[config.mk]
export PLATFORM = sky130hd
export DESIGN_NAME = mem_arbiter
export DESIGN_NICKNAME = d
export VERILOG_FILES = /design/src/rtl/mem_arbiter.sv
export SDC_FILE = /design/constraint.sdc
export NUM_CORES = 1
export LEC_CHECK = 0
export ABC_AREA = 1
export CAP_MARGIN = 20
export CORE_AREA = 2 2 103 105
export DETAILED_ROUTE_END_ITERATION = 10
export DIE_AREA = 0 0 105 107
export GPL_ROUTABILITY_DRIVEN = 0
export PLACE_DENSITY = 0.73
export SYNTH_ARGS = -nofsm -noshare
export SYNTH_HDL_FRONTEND = slang
export SYNTH_SLANG_ARGS = --single-unit
export TNS_END_PERCENT = 100
[constraint.sdc]
create_clock -name clk -period 1.6 [get_ports clk]
set_clock_uncertainty 0.2 [all_clocks]
set_input_delay 0.16 -clock clk [delete_from_list [all_inputs] [get_ports clk]]
set_output_delay 0.16 -clock clk [all_outputs]
set_load 0.005 [all_outputs]
[src/rtl/mem_arbiter.sv]
// Arbitrates instruction-fetch and data ports onto one single-port memory; grants are combinational.
// Read data returns one cycle after grant; data wins unless fetch has been starved MAX_D_BURST grants.
module mem_arbiter #(
  parameter int WORD_LEN    = 32,
  parameter int MAX_D_BURST = 4
) (
  input  logic                clk,
  input  logic                rst,
  input  logic                i_req,
  input  logic [WORD_LEN-1:0] i_addr,
  output logic                i_gnt,
  output logic                i_rvalid,
  output logic [WORD_LEN-1:0] i_rdata,
  input  logic                d_req,
  input  logic                d_we,
  input  logic [WORD_LEN-1:0] d_addr,
  input  logic [WORD_LEN-1:0] d_wdata,
  output logic                d_gnt,
  output logic                d_rvalid,
  output logic [WORD_LEN-1:0] d_rdata,
  output logic [WORD_LEN-1:0] m_addr,
  output logic                m_wen,
  output logic [WORD_LEN-1:0] m_wdata,
  input  logic [WORD_LEN-1:0] m_rdata
);

  localparam logic [1:0] IDLE   = 2'd0;
  localparam logic [1:0] RESP_I = 2'd1;
  localparam logic [1:0] RESP_D = 2'd2;

  localparam logic [3:0] CNT_MAX = 4'(MAX_D_BURST);

  logic [1:0] state, state_nxt;
  logic [3:0] cnt, cnt_nxt;
  logic       i_win;

  // Grants are held off during reset so nothing is issued until the first post-release edge.
  always_comb begin
    i_win = i_req && (!d_req || (cnt == CNT_MAX));
    i_gnt = !rst && i_win;
    d_gnt = !rst && d_req && !i_win;
  end

  always_comb begin
    m_addr  = '0;
    m_wen   = 1'b0;
    m_wdata = '0;
    if (i_gnt) begin
      m_addr = i_addr;
    end else if (d_gnt) begin
      m_addr  = d_addr;
      m_wen   = d_we;
      m_wdata = d_wdata;
    end
  end

  always_comb begin
    cnt_nxt = cnt;
    if (i_gnt || !i_req) begin
      cnt_nxt = '0;
    end else if (d_gnt && (cnt != CNT_MAX)) begin
      cnt_nxt = cnt + 4'd1;
    end
  end

  // Stores complete at grant, so only loads and fetches owe a response.
  always_comb begin
    state_nxt = IDLE;
    if (i_gnt) begin
      state_nxt = RESP_I;
    end else if (d_gnt && !d_we) begin
      state_nxt = RESP_D;
    end
  end

  always_ff @(posedge clk or posedge rst) begin
    if (rst) begin
      state <= IDLE;
      cnt   <= '0;
    end else begin
      state <= state_nxt;
      cnt   <= cnt_nxt;
    end
  end

  always_comb begin
    i_rvalid = (state == RESP_I);
    d_rvalid = (state == RESP_D);
    i_rdata  = i_rvalid ? m_rdata : '0;
    d_rdata  = d_rvalid ? m_rdata : '0;
  end

endmodule

==> impl_metrics.tcl, run 1 <==
set metrics [dict create \
    outcome "finished, violations left" \
    violations "setup timing" \
    wl_mm 12.0 \
    dp.cells 738 \
    synth_compound_area_share_pct 0.307 \
    antenna_found_initial 0 \
    io_pins 266 \
    overflow 0 \
    arrival_ns 1.71 \
    grt_pass1_wl_mm 17.6 \
    die-height_microns 107 \
    power_switching_share_pct 35.9 \
    synth-seq-area-share_pct 9.20 \
    die_x_microns 105 \
    io_buffer_count 265 \
    initial_core_util_pct 16.2 \
    die_area_sq_mm 0.0112 \
    coreArea_sq_mm 0.0101 \
    cts_made_buffers 3 \
    synth_top_family_by_area "simple AND/OR/NAND/NOR gates" \
    power_frac_comb_pct 75.4 \
    rr_worst_depth 11 \
    synth-seq-cells 6 \
    ys.warnings.count 0 \
    p_int_mw 1.01 \
    dpl.hpwl_mm 8.09 \
    cap_violations 0 \
    powerDensity_mw_per_mm2 281 \
    cp_cell_sequence "inv_2, ha_4, nand3_4, nand2_4, buf_12, nand2_8, nand2_8, buf_8, buf_8, nor2_1, buf_2" \
    antenna_cells 0 \
    clockPowerShare_pct 14.5 \
    grt_usage_pct 19.0 \
    viasPerCell 4.37 \
    max_freq_mhz 483 \
    cts_tree "yes" \
    area_growth_syn_to_layout_pct 243 \
    first_pass_iters 4 \
    ir_worst_vdd_mv 0.170 \
    crit_type "reg2out" \
    finalPower_mw 1.57 \
    p_leak_nw 2.90 \
    drt_iter0_drc 157 \
    synth_cell_types 18 \
    worstPathRequired_ns 1.24 \
    hold_viol 0 \
    cts.sinks 6 \
    path_max_fanout 8 \
    period_minus_slack_ns 2.07 \
    finalNetCount 792 \
    synth.area.mux_share_pct 0 \
    htree_levels 1 \
    most-common-layout-cells "clkdlybuf4s50_1 (131), buf_2 (119), inv_1 (68)" \
    slew_headroom_pct 78.7 \
    cp_slowest_cell "dfrtp_1" \
    worstMarginPinSlew_ns 0.319 \
    rsz0062_at_grt "true" \
    insertion_delay_ns 0.22 \
    synthCells 329 \
    end_kind "output pin" \
    cp-start-kind "flip-flop" \
    avgSynthCellArea_sq_um 4.96 \
    synth_adder_area_share_pct 1.53 \
    power.switching_mw 0.564 \
    setup_viol 123 \
    synth-simple-area-share_pct 61.5 \
    hold_class "in2reg" \
    whs_path_depth 2 \
    drv_slew 0 \
    cts_buffer_depth 2 \
    grt_pass1_vias 3611 \
    drc 0 \
    drive_above_1_share_pct 53.4 \
    rows 37 \
    clockRootBuffer "clkbuf_8" \
    ant_nets 0 \
    stdcell_count 791 \
    wl_per_cell_microns 15.1 \
    synthXorXnorAreaFrac_pct 0.537 \
    seq_power_share_pct 10.2 \
    synth_fp_nets 464 \
    setup_slack_ns -0.471 \
    timing.final.crit_share_pct 129 \
    vias 3455 \
    final_common_cell "clkdlybuf4s50_1" \
    max_stage_delay_ns 0.35 \
    cts.clk_slew.worst_paths_ns 0.04 \
    fill_cells 932 \
    syn-cell-area_sq_mm 0.00163 \
    grt_max_degree 24 \
]
-- power groups by stage --
stage | Sequential (mW) | Clock [mW] | Combinational, mW
after global placement | 0.160 | 0 | 0.911
after detailed placement | 0.160 | 0 | 0.922
final | 0.160 | 0.227 | 1.18
after CTS | 0.160 | 0.234 | 1.09
after global routing | 0.160 | 0.239 | 1.26
after floorplan | 0.161 | 0 | 0.257
-- layout make-up --
class | count | area (sq um) | area share (%)
timing repair buffer | 348 | 3190 | 56.9
sequential | 6 | 151 | 2.71
clock buffer | 3 | 41.3 | 0.738
tap | 136 | 170 | 3.04
multi-input combinational | 221 | 1750 | 31.2
inverter | 77 | 302 | 5.39
-- metal layers --
layer	track usage (%)	up-vias	share of wire (%)
met3	4.38	20	8.0
li1	-	1658	-
met2	38.8	197	55
met5	0	-	0
met4	3.90	0	1.8
met1	19.6	1580	35
-- cell usage after synthesis --
cell	n	area [sq um]
buf_2	15	75.1
buf_4	4	30.0
buf_6	3	33.8
clkbuf_1	3	11.3
dfrtp_1	6	150
ha_1	2	25.0
inv_1	75	282
inv_2	2	7.51
nand2_1	42	158
nand2_4	3	33.8
nand3_1	34	170
nand3_2	1	10.0
nand4_1	34	213
nor2_1	92	345
nor2_2	10	62.6
nor2_4	1	11.3
o21ai_0	1	5.00
xor2_1	1	8.76
-- flip-flops by register name, indices dropped and copies added (netlist names) --
| register | cells |
|---|---|
| state | 2 |
| cnt | 4 |
-- critical path: cells and delay by family (launching register included) --
family | cells | cell delay, ns
buf+inv | 5 | 0.57
simple gates | 5 | 0.40
flops | 1 | 0.35
fa+ha+maj | 1 | 0.16
-- metrics by stage --
stage	hold slack [ns]	utilization (%)	worst slack [ns]	setup TNS, ns	instance area, sq um
after floorplan	-0.0696	-	0.0642	0	1630
after global placement	0.311	45.8	-0.648	-45.96	4630
after detailed placement	0.368	45.8	-0.703	-47.23	4630
after CTS	0.367	51.4	-0.499	-35.94	5180
after global routing	0.369	55.5	-0.551	-41.21	5600
final	0.361	55.5	-0.471	-32.46	5600
-- timing repair --
| action | 4_1_cts | 5_1_grt |
|---|---|---|
| gates resized for setup | 654 | 160 |
| pin swaps | 24 | 22 |
| cloned | 11 | 0 |
| hold buffers | 0 | 0 |
| buffers inserted | 46 | 14 |
| endpoints found under the setup margin | 134 | 137 |
-- kinds of logic (layout without fill, tap and decap cells) --
logic type | after synthesis | count (layout)
xor gates and xnor gates | 1 | 1
AOI/OAI and AO/OA | 1 | 1
adders and majority gates | 2 | 2
DFF | 6 | 6
and+or+nand+nor | 217 | 217
buffers and inverters | 102 | 428
-- path summary, 6_finish.rpt --
kind,endpoint,slack [ns],start
setup / recovery,m_wdata[13],-0.47,cnt[1]
hold / removal,state[1],0.36,d_we
setup reg to reg,state[1],-0.16,cnt[1]
hold reg to reg,cnt[3],0.37,cnt[3]
max in group asynchronous,state[0],0.63,rst
min in group asynchronous,cnt[2],0.43,rst
(Power assumes the default switching activity.)
==> inputs of run 2 (changes only) <==
Settings changed: GPL_ROUTABILITY_DRIVEN 0 to not set.
==> results of run 2 <==
Same layout as run 1: the final DEF is identical, and so are final timing and power.
==> inputs of run 3 (changes only) <==
Settings changed: PLACE_DENSITY 0.73 to 0.66.
==> run 3 against run 2 <==
  * The flow still finishes with violations (setup timing)
  * Register-to-register slack better by 0.07 ns
  * Fmax up 1.9%
  * Combinational power hardly changed
  * Critical path type unchanged
  * Largest power group unchanged
  * Highest routed layer is now met5
==> impl_metrics.tcl, run 3 (synthesized netlist as in run 1, its figures left out) <==
set metrics [dict create \
    outcome "finished, violations left" \
    violations "setup timing" \
    antenna_cells 0 \
    end_kind "output pin" \
    finalPower_mw 1.60 \
    rows 37 \
    postLayoutCoreUtil_pct 56.0 \
    cp_num_buf_inv 5 \
    worstMarginPinSlew_ns 0.321 \
    max_stage_delay_ns 0.35 \
    insertion_delay_ns 0.23 \
    crit_type "reg2out" \
    cts.clk_slew.worst_paths_ns 0.04 \
    powerDensity_mw_per_mm2 283 \
    first_pass_iters 4 \
    initial_core_util_pct 16.2 \
    hold_class "reg2reg" \
    cp_cell_sequence "inv_2, ha_4, nand3_4, nand2_4, nand2_8, nand2_8, buf_16, buf_12, buf_8, nor2_4, buf_2" \
    largest_reg_flops 4 \
    grt_pass1_wl_mm 17.2 \
    most-common-layout-cells "clkdlybuf4s50_1 (132), buf_2 (110), inv_1 (68)" \
    antenna_found_initial 2 \
    overflow 0 \
    drc 0 \
    vias 3457 \
    cap_violations 0 \
    holdWs_ns 0.330 \
    setup_viol 132 \
    placed_area_sq_mm 0.00457 \
    cp_common_cell "nand2_8" \
    cts_tree "yes" \
    max_freq_mhz 492 \
    io_pins 266 \
    arrival_ns 1.67 \
    viasPerCell 4.39 \
    dp.cells 727 \
    wl_per_cell_microns 16.1 \
    coreArea_sq_mm 0.0101 \
    die_area_sq_mm 0.0112 \
    largest-register "cnt" \
    die_x_microns 105 \
    fin_area_sq_mm 0.00565 \
    setup-tns-final_ns -34.54 \
    area_growth_syn_to_layout_pct 246 \
    dpl.hpwl_mm 8.29 \
    slew_headroom_pct 78.5 \
    ir_worst_vdd_mv 0.155 \
    cts_buffer_depth 2 \
    finalNetCount 789 \
    path_delay_family "buffers and inverters" \
    timing.final.crit_share_pct 127 \
    hold_buffers 0 \
    die-height_microns 107 \
    pre_cts_slack_ns -0.621 \
    io_buffer_count 265 \
    setup_slack_ns -0.433 \
    grt_pass1_vias 3405 \
    ant_nets 0 \
    gp_congestion 0.823 \
    final_common_cell "clkdlybuf4s50_1" \
    stdcell_count 788 \
    path_max_fanout 3 \
    cp-start-kind "flip-flop" \
    rsz0062_at_grt "true" \
    clockRootBuffer "clkbuf_8" \
    period_minus_slack_ns 2.03 \
    cp_slowest_cell "dfrtp_1" \
    drt_iter0_drc 120 \
    reg.largest.list "cnt (4), state (2)" \
    drv_slew 0 \
    grt_usage_pct 19.1 \
    cts.sinks 6 \
    cts_made_buffers 3 \
    hold_viol 0 \
    p_leak_nw 2.94 \
    grt_max_degree 33 \
    htree_levels 1 \
    drive_above_1_share_pct 51.7 \
    wl_mm 12.7 \
    worstPathRequired_ns 1.24 \
]
## run 3: cell count changes in the layout (fill, tap and decap cells not counted), sizes merged
cell / before / now
buf: 214 / 204
clkbuf: 4 / 12
dlygate4sd2: 2 / 0
clkdlybuf4s50: 131 / 132
clkinv: 1 / 0
inv: 76 / 77
## run 3: cell type report
class	instances	area [sq um]
tap	136	170
fill	957	4440
inverter	77	297
sequential	6	151
multi-input combinational	221	1660
timing repair buffer	345	3330
clock buffer	3	41.3
## run 3: path summary, 6_finish.rpt
| kind | from | to | slack [ns] | depth (start not counted) |
|---|---|---|---|---|
| min in group asynchronous | rst | cnt[3] | 0.34 | 4 |
| max | cnt[0] | m_wdata[10] | -0.43 | 11 |
| max reg2reg | cnt[0] | state[1] | -0.09 | 10 |
| min | cnt[3] | cnt[3] | 0.33 | 3 |
| max in group asynchronous | rst | state[0] | 0.72 | 4 |
| min reg2reg | cnt[3] | cnt[3] | 0.33 | 3 |
## run 3: layer usage
metal | share of wire, % | global-route usage [%]
met1 | 36 | 20.0
met2 | 53 | 36.5
met3 | 8.3 | 5.59
met4 | 2.2 | 5.81
met5 | 0.20 | 0
## run 3: power breakdown
group	switching [mW]	internal [mW]
logic	0.495	0.714
registers	0.00299	0.157
clock network	0.0664	0.162
total	0.564	1.03
## run 3: worst register-to-register path, cell delays in order, from the launching register on
cell and delay [ns]:
dfrtp_1 0.38, inv_2 0.09, ha_4 0.15, nand3_4 0.06, nand2_4 0.11, nand2_8 0.08
nand2_8 0.10, buf_16 0.12, clkbuf_16 0.16, buf_6 0.10, nor2_2 0.03
## run 3: repair_timing
item                                    4_1_cts  5_1_grt
pin swaps                                    18       22
resized for setup                           552      207
setup buffers                                31       18
cloned                                       12        5
endpoints found under the setup margin      135      136
